**config.mk**
```make
export PLATFORM = sky130hd
export DESIGN_NAME = qei_decoder_param
export DESIGN_NICKNAME = d
export VERILOG_FILES = /design/src/rtl/qei_decoder_param.sv
export SDC_FILE = /design/constraint.sdc
export NUM_CORES = 1
export LEC_CHECK = 0
export BUFFER_PORTS_ARGS = -buffer_cell sky130_fd_sc_hd__buf_2
export CORE_MARGIN = 2
export CORE_UTILIZATION = 47
export DETAILED_ROUTE_END_ITERATION = 6
export PLACE_DENSITY_LB_ADDON = 0.05
export RECOVER_POWER = 100
export SLEW_MARGIN = 20
export SYNTH_ARGS = -nofsm -noshare
export SYNTH_HDL_FRONTEND = slang
export SYNTH_SLANG_ARGS = --single-unit
```
**constraint.sdc**
```tcl
create_clock -name clk -period 4.7 [get_ports clk]
set_input_delay 0.47 -clock clk [delete_from_list [all_inputs] [get_ports clk]]
set_output_delay 0.47 -clock clk [all_outputs]
set_load 0.005 [all_outputs]
```
**src/rtl/qei_decoder_param.sv**
```systemverilog
// Quadrature encoder decoder: synchronised and glitch-filtered A/B/index inputs,
// X1/X2/X4 decode, index latch/zeroing, sticky error flag and windowed velocity.
module qei_decoder_param #(
  parameter int CNT_W       = 16,
  parameter int SYNC_STAGES = 2,
  parameter int FILT_LEN    = 4,
  parameter int VEL_W       = 16
) (
  input  logic               clk,
  input  logic               rst,
  input  logic               enc_a,
  input  logic               enc_b,
  input  logic               enc_idx,
  input  logic [1:0]         mode,
  input  logic               invert_dir,
  input  logic               idx_clear_en,
  input  logic               cnt_load,
  input  logic [CNT_W-1:0]   cnt_load_val,
  input  logic               status_clr,
  input  logic [VEL_W-1:0]   vel_period,
  output logic [CNT_W-1:0]   count,
  output logic               dir,
  output logic               step,
  output logic               err,
  output logic [CNT_W-1:0]   idx_latch,
  output logic               idx_seen,
  output logic [VEL_W-1:0]   vel,
  output logic               vel_valid
);

  localparam int FCW = (FILT_LEN > 1) ? $clog2(FILT_LEN) : 1;
  localparam logic [FCW-1:0] FILT_LAST = FCW'(FILT_LEN - 1);

  // Signed sum saturated to the VEL_W two's-complement range.
  function automatic logic [VEL_W-1:0] sat_vel(input logic [VEL_W:0] s);
    logic [VEL_W-1:0] r;
    if (s[VEL_W] != s[VEL_W-1]) begin
      r = s[VEL_W] ? {1'b1, {(VEL_W-1){1'b0}}} : {1'b0, {(VEL_W-1){1'b1}}};
    end else begin
      r = s[VEL_W-1:0];
    end
    return r;
  endfunction

  logic [2:0]                    raw_s;
  logic [2:0][SYNC_STAGES-1:0]   sync_q, sync_d;
  logic [2:0][FCW-1:0]           fcnt_q, fcnt_d;
  logic [2:0]                    filt_q, filt_d;
  logic [1:0]                    prev_q, prev_d;
  logic                          idx_prev_q, idx_prev_d;
  logic [CNT_W-1:0]              cnt_q, cnt_d;
  logic                          dir_q, dir_d;
  logic                          step_q, step_d;
  logic                          err_q, err_d;
  logic [CNT_W-1:0]              idx_latch_q, idx_latch_d;
  logic                          idx_seen_q, idx_seen_d;
  logic [VEL_W-1:0]              win_q, win_d;
  logic [VEL_W:0]                acc_q, acc_d;
  logic [VEL_W-1:0]              vel_q, vel_d;
  logic                          vel_valid_q, vel_valid_d;

  logic [1:0]     cur_s;
  logic [1:0]     trans_s;
  logic           illegal_s;
  logic           legal_s;
  logic           fwd_s;
  logic           cnt_en_s;
  logic           up_s;
  logic           idx_rise_s;
  logic [VEL_W:0] delta_s;
  logic [VEL_W:0] sum_s;

  // Bit order: 0 = B, 1 = A, 2 = index.
  assign raw_s = {enc_idx, enc_a, enc_b};

  // Synchroniser shift and per-input stability filter.
  always_comb begin
    for (int i = 0; i < 3; i++) begin
      sync_d[i] = {sync_q[i][SYNC_STAGES-2:0], raw_s[i]};
      filt_d[i] = filt_q[i];
      fcnt_d[i] = '0;
      if (sync_q[i][SYNC_STAGES-1] != filt_q[i]) begin
        if (fcnt_q[i] == FILT_LAST) begin
          filt_d[i] = sync_q[i][SYNC_STAGES-1];
          fcnt_d[i] = '0;
        end else begin
          fcnt_d[i] = fcnt_q[i] + FCW'(1);
        end
      end else begin
        fcnt_d[i] = '0;
      end
    end
  end

  // Transition classification and mode qualification.
  always_comb begin
    cur_s     = filt_q[1:0];
    trans_s   = prev_q ^ cur_s;
    illegal_s = (trans_s == 2'b11);
    legal_s   = (trans_s != 2'b00) && !illegal_s;
    case ({prev_q, cur_s})
      4'b0001, 4'b0111, 4'b1110, 4'b1000: fwd_s = 1'b1;
      default:                            fwd_s = 1'b0;
    endcase
    case (mode)
      2'b01:   cnt_en_s = legal_s && trans_s[1];
      2'b10:   cnt_en_s = legal_s && (({prev_q, cur_s} == 4'b0111) || ({prev_q, cur_s} == 4'b1101));
      default: cnt_en_s = legal_s;
    endcase
    up_s       = fwd_s ^ invert_dir;
    idx_rise_s = filt_q[2] & ~idx_prev_q;
  end

  // Count, direction, status and index bookkeeping.
  always_comb begin
    prev_d      = cur_s;
    idx_prev_d  = filt_q[2];
    cnt_d       = cnt_q;
    dir_d       = dir_q;
    step_d      = 1'b0;
    delta_s     = '0;
    if (cnt_load) begin
      cnt_d = cnt_load_val;
    end else if (idx_rise_s && idx_clear_en) begin
      cnt_d = '0;
    end else if (cnt_en_s) begin
      cnt_d   = up_s ? (cnt_q + CNT_W'(1)) : (cnt_q - CNT_W'(1));
      dir_d   = up_s;
      step_d  = 1'b1;
      delta_s = up_s ? {{VEL_W{1'b0}}, 1'b1} : {(VEL_W+1){1'b1}};
    end else begin
      cnt_d = cnt_q;
    end
    if (illegal_s) begin
      err_d = 1'b1;
    end else if (status_clr) begin
      err_d = 1'b0;
    end else begin
      err_d = err_q;
    end
    if (idx_rise_s) begin
      idx_latch_d = cnt_q;
      idx_seen_d  = 1'b1;
    end else begin
      idx_latch_d = idx_latch_q;
      idx_seen_d  = status_clr ? 1'b0 : idx_seen_q;
    end
  end

  // Velocity window; a shrunken period makes the >= test fire promptly.
  always_comb begin
    sum_s       = acc_q + delta_s;
    vel_d       = vel_q;
    vel_valid_d = 1'b0;
    if (vel_period == '0) begin
      win_d = '0;
      acc_d = '0;
    end else if (win_q >= (vel_period - VEL_W'(1))) begin
      vel_d       = sat_vel(sum_s);
      vel_valid_d = 1'b1;
      win_d       = '0;
      acc_d       = '0;
    end else begin
      win_d = win_q + VEL_W'(1);
      acc_d = sum_s;
    end
  end

  // State registers.
  always_ff @(posedge clk) begin
    if (rst) begin
      sync_q      <= '0;
      fcnt_q      <= '0;
      filt_q      <= '0;
      prev_q      <= '0;
      idx_prev_q  <= 1'b0;
      cnt_q       <= '0;
      dir_q       <= 1'b0;
      step_q      <= 1'b0;
      err_q       <= 1'b0;
      idx_latch_q <= '0;
      idx_seen_q  <= 1'b0;
      win_q       <= '0;
      acc_q       <= '0;
      vel_q       <= '0;
      vel_valid_q <= 1'b0;
    end else begin
      sync_q      <= sync_d;
      fcnt_q      <= fcnt_d;
      filt_q      <= filt_d;
      prev_q      <= prev_d;
      idx_prev_q  <= idx_prev_d;
      cnt_q       <= cnt_d;
      dir_q       <= dir_d;
      step_q      <= step_d;
      err_q       <= err_d;
      idx_latch_q <= idx_latch_d;
      idx_seen_q  <= idx_seen_d;
      win_q       <= win_d;
      acc_q       <= acc_d;
      vel_q       <= vel_d;
      vel_valid_q <= vel_valid_d;
    end
  end

  assign count     = cnt_q;
  assign dir       = dir_q;
  assign step      = step_q;
  assign err       = err_q;
  assign idx_latch = idx_latch_q;
  assign idx_seen  = idx_seen_q;
  assign vel       = vel_q;
  assign vel_valid = vel_valid_q;

endmodule

```
# --- Yosys cells after proc, flatten, opt, wreduce, memory -nomap -nowiden ---
# Index checks and enable logic that the tools add are counted.
word_totals:
  regBits: 104
  inputBits: 43
classes:
  n_addsub: 8
  order_cmp: 1
  eq_ne: 15
  muxes: 17
  bitwise: 10
  reduce_logical: 23
op_table:
  columns: ["cell", "count"]
  rows:
  - ["2-to-1 mux 16 bit", 6]
  - ["2-to-1 mux 17 bit", 4]
  - ["adder 16 x 1 -> 16 bit, second input constant", 2]
  - ["subtractor 16 x 1 -> 16 bit, second input constant", 2]
  - ["adder 17 bit", 1]
  - [">= comparator 16 bit", 1]
  - ["logical NOT 16 bit", 1]
  - ["OR reduction 3 bit", 5]
  - ["== test 4 bit, second input constant", 3]
  - ["== test 2 bit, second input constant", 5]
  - ["AND reduction 2 bit", 4]
  - ["inverter 1 bit", 7]
  - ["adder 2 x 1 -> 2 bit, second input constant", 3]
  - ["2-to-1 mux 1 bit", 6]
  - ["nonzero test 2 bit", 3]
  - ["== test 4 x 1 -> 1 bit, second input constant", 1]
  - ["== test 4 x 3 -> 1 bit, second input constant", 1]
  - ["logical AND 1 bit", 4]
  - ["inequality test 1 bit", 4]
  - ["OR reduction 4 bit", 1]
  - ["AND reduction 3 bit", 1]
  - ["nonzero test 3 bit", 1]
  - ["== test 2 x 1 -> 1 bit, second input constant", 1]
  - ["case mux 1 bit (2 select lines)", 1]
  - ["other kinds (6)", 6]

# --- Depth between registers and ports, before layout ---
depth:
  word_depth: 12
  depth_mapped: 17

# --- Least setup slack after synthesis ---
# Ideal clock, no wire load.
synth_timing:
  path_kind: "reg2reg"
  startpoint: "register filt_q[0]"
  endpoint: "register vel_q[4], in the netlist vel[4]"
  setup_time_ns: 0.120
  arrival_ns: 4.025
  path_slack_ns: 0.555
  stages_incl_launch_ff: 16
  n_path_buf: 2
  period_less_slack_ns: 4.145
  cell_sequence: "dfxtp_1 buf_2 xnor2_1 nor2_1 xnor2_1 and2_4 ha_1 a211oi_1 o31ai_1 o22a_1 a31oi_1 o21ai_0 xnor2_2 buf_2 a211oi_1 a211o_1"
synth_via:
  elab_chain_len: 12
  elab_cells_between_ends: 25
  classes_between: "add/sub (1); eq/ne (7); mux (8); bitwise (2); reduce/logical (7)"
synth_rtl:
  columns: ["item", "line", "rtl"]
  rows:
  - ["from (decl)", "48", "logic [2:0] filt_q, filt_d;"]
  - ["from (signal assigned)", "190", "filt_q <= filt_d;"]
  - ["parallel branches: the longest is 6 deep, another holds 2-to-1 mux 17 bit", null, null]
  - ["2-to-1 mux 17 bit (*)", "126", "end else if (cnt_en_s) begin"]
  - ["2-to-1 mux 17 bit (*)", "124", "end else if (idx_rise_s && idx_clear_en) begin"]
  - ["2-to-1 mux 17 bit (*)", "122", "if (cnt_load) begin"]
  - ["adder 17 bit (*)", "152", "sum_s = acc_q + delta_s;"]
  - ["2-to-1 mux 16 bit / inequality test 1 bit (equally long branches)", "38, 37", null]
  - ["2-to-1 mux 16 bit (*)", "37", "if (s[VEL_W] != s[VEL_W-1]) begin"]
  - ["to (signal assigned)", "201", "vel_q <= vel_d;"]
  - ["to (decl)", "59", "logic [VEL_W-1:0] vel_q, vel_d;"]
# Every way passes the cells marked *.
# A chain may end at the register's enable or synchronous reset.

# --- Final worst setup path ---
layout_timing:
  startpoint: "register filt_q[1]"
  endpoint: "register vel_q[0], in the netlist vel[0]"
# Same word-level chain as after synthesis.

==> out/results.ini <==
[logic_synthesis]
synth-simple-area-share_pct=18.14
netlist_area_um2=5744
synthAdderAreaFrac_pct=12.24
syn-num-nets=762
synth_mux_area_share_pct=0.5228
ys_types=59
ys.flop_type=dfxtp_1
synth_edf_count=0
yosysTopAreaCellShare_pct=36.24
synth-compound-area-share_pct=18.86
netlist_instances=664
synth_largest_area_cell=dfxtp_1
synthTopCellsByArea=dfxtp_1 (36%), ha_1 (12%), nor2_1 (5.2%), a21oi_1 (5.0%), xnor2_1 (4.9%)
yosysWarnings=0
synth_top_family_by_area=compound AO/OA/AOI/OAI gates
synth_xor_area_share_pct=10.50
yosysSeqAreaShare_pct=36.24
avgSynthCellArea_um2=8.651
synth_async_sr_flop_share_pct=0
ys_seq_elements=104

[drt]
routed_wl_mm=12.94
route.detailed.drc=0
avgViaCountPerCell=5.404
wire_per_inst_um=14.25
drt_iter0_drc=210
ant_nets=0
firstDrtPassIters=4
num_vias=4907

[layout]
n_fill_cell=1131
syn_to_final_growth_pct=15.14
drive_gt1_share_pct=12.48
seqCellArea_um2=2082
finalNonFillerCells=908
final_nets=855
diodes=0
multi_input_area_um2=3455

[min_path]
hold_path_class=in -> reg
min_to=sync_d[5]$_SDFF_PP0_
hold_start=enc_idx
hold_depth=2

[global_routing]
overflow=0
grt_max_degree=53
grt_pass1_vias=4747
grt_antenna_before_repair=0
grt_usage_pct=20.50
grt_first_pass_wirelength_mm=21.66

[setup_path]
critical_path_class=reg -> reg
crit_top_cell=ha_1
cp.required_ns=4.93
r2r_cells=17
crit_path_max_incr_delay_ns=0.51
r2r-end=vel[0]$_SDFFE_PP0P_
cp_max_fo=18
cp-start-kind=flip-flop
end_kind=flip-flop
crit_arrival_ns=4.56
crit_slowest_cell=o21ai_0
cp_num_buf_inv=3
reg2reg_slack_ns=0.37
worstPathCellList=xor2_1, ha_1, o221ai_1, or2_4, clkinv_2, and2_4, ha_1, nand2_1, o31ai_1, o22a_1, a31oi_1, o21ai_0, xnor2_4, clkbuf_1, nor3_1, buf_12, a221o_1
cp_top_family=compound AO/OA/AOI/OAI gates
r2r-start=filt_q[1]$_SDFFE_PP0P_

[sta]
fin_ws_ns=0.3691
setup_viol=0
max_slew_margin_pct=-53.83
worst_clock_skew_ns=0.01197
tightest_slew_ns=2.308
hold_viol=0
finalSetupTns_ns=0
slew_violations=53
fin_crit_sh_pct=92.15
fin_crit_ns=4.331
max_freq_mhz=230.9
rsz0062_at_grt=no
whs_ns=0.3266

[clocking]
cts_sinks=104
cts.path.max_buffers=2
cts.clk_slew.worst_paths_ns=0.07
cts-root-buf=clkbuf_16
numCtsBuffers=9
clock_latency_ns=0.35
cts_tree=done
h-tree-depth=3

[floorplanning]
start_util_pct=48.02
chipHeight_um=114.6
core_area_um2=11960
ioPinCount=96
die_x_um=114.6
dieArea_um2=13120
std_cell_rows=40

[power]
max-vdd-ir-drop_uv=168.7
switchingPower_uw=466.0
swShare_pct=24.78
clkPwrFrac_pct=40.2
leakage_nw=2.955
power_density_nw_per_um2=284.3
p_int_mw=1.415
totalPowerFinal_mw=1.881
p_seq_share_pct=48.6
power_frac_comb_pct=11.2

[placed_design]
dpl.hpwl_mm=9.660
portBuffers=95
pre_cts_ws_ns=0.04674
place_congestion=0.8295
dp_cells=889

[outcome]
status=finished with violations
failed_checks=max-capacitance violations, max-slew violations

[job]
maxCapViolCount=1

[state kept, by name, indices dropped and copies added, names as in the netlist, 2 cells and up]
| name | count |
|---|---|
| acc_q | 17 |
| count | 16 |
| fcnt_q | 6 |
| filt_q | 3 |
| idx_latch | 16 |
| prev_q | 2 |
| sync_d | 3 |
| sync_q | 3 |
| vel | 16 |
| win_q | 16 |
[logic make-up after synthesis]
logic type	Yosys count
buffers and inverters	46
flip-flops	104
AND/OR/NAND/NOR	227
multiplexers	3
AO/OA/AOI/OAI	164
XOR/XNOR	65
adder cells (fa/ha/maj)	55
[final cells by class]
class,count,share of cell area [%]
Clock buffer,11,3.670
Clock inverter,4,0.8324
Inverter,21,1.211
Multi-Input combinational cell,514,52.23
Sequential cell,104,31.48
Tap cell,147,2.781
Timing Repair Buffer,107,7.794
[how the worst max path moves through the flow]
stage                            from                    to  slack, ns  cells after the start
2_1_floorplan  filt_q[0]$_SDFFE_PP0P_   vel[4]$_SDFFE_PP0P_       0.56                     15
3_3_place_gp                  mode[0]   vel[1]$_SDFFE_PP0P_       0.20                     17
3_5_place_dp                  mode[0]  vel[12]$_SDFFE_PP0P_       0.05                     17
4_1_cts        filt_q[1]$_SDFFE_PP0P_  vel[12]$_SDFFE_PP0P_       0.15                     15
5_1_grt        filt_q[0]$_SDFFE_PP0P_  vel[14]$_SDFFE_PP0P_       0.02                     17
6_report       filt_q[1]$_SDFFE_PP0P_   vel[0]$_SDFFE_PP0P_       0.37                     17
[layout by cell type (no fill, tap or decap), types with 6 or more instances in the layout]
cell type / count
a211o_1: 11
a211oi_1: 21
a21o_1: 12
a21oi_1: 56
a221oi_1: 7
and3_1: 6
buf_2: 66
clkbuf_1: 37
clkbuf_16: 9
dfxtp_1: 104
ha_1: 53
inv_1: 20
nand2_1: 69
nand3_1: 16
nor2_1: 79
nor2b_1: 14
nor3_1: 17
o21ai_0: 23
xnor2_1: 32
xor2_1: 30
[cell usage after synthesis, drive strengths merged, types with 6 or more instances]
master and count:
dfxtp 104, nor2 79, nand2 69, a21oi 57, ha 53, xnor2 34
xor2 31, o21ai 23, a211oi 21, inv 20, nor3 17, clkbuf 16
nand3 16, nor2b 14, a21o 12, a211o 11, buf 9, a221oi 7
and3 6
[metal layers]
layer | track usage, % | wire length (um)
met2 | 33.77 | 5872
met5 | 0 | 0
met1 | 26.28 | 6320
met4 | 9.106 | 297
met3 | 3.547 | 452
[power groups by stage]
stage                     Clock (mW)  Combinational, mW  Sequential, mW
final                          0.756              0.210           0.914
after global routing           0.805              0.240           0.916
after CTS                      0.767              0.215           0.914
after detailed placement           0              0.214           0.934
after global placement             0              0.208           0.934
after floorplan                    0              0.148           0.930
[per-stage QoR]
stage / area [um^2] / utilization (%)
2_1_floorplan: 5744 / -
3_3_place_gp: 6344 / 53.03
3_5_place_dp: 6347 / 53.06
4_1_cts: 6645 / 55.55
5_1_grt: 6614 / 55.29
6_report: 6614 / 55.29
[timing repair]
item,4_1_cts,5_1_grt
setup endpoints to repair,0,15
gates resized for setup,0,1
hold buffers,0,0
buffers inserted,0,4
Power figures use the tool's default switching activity.
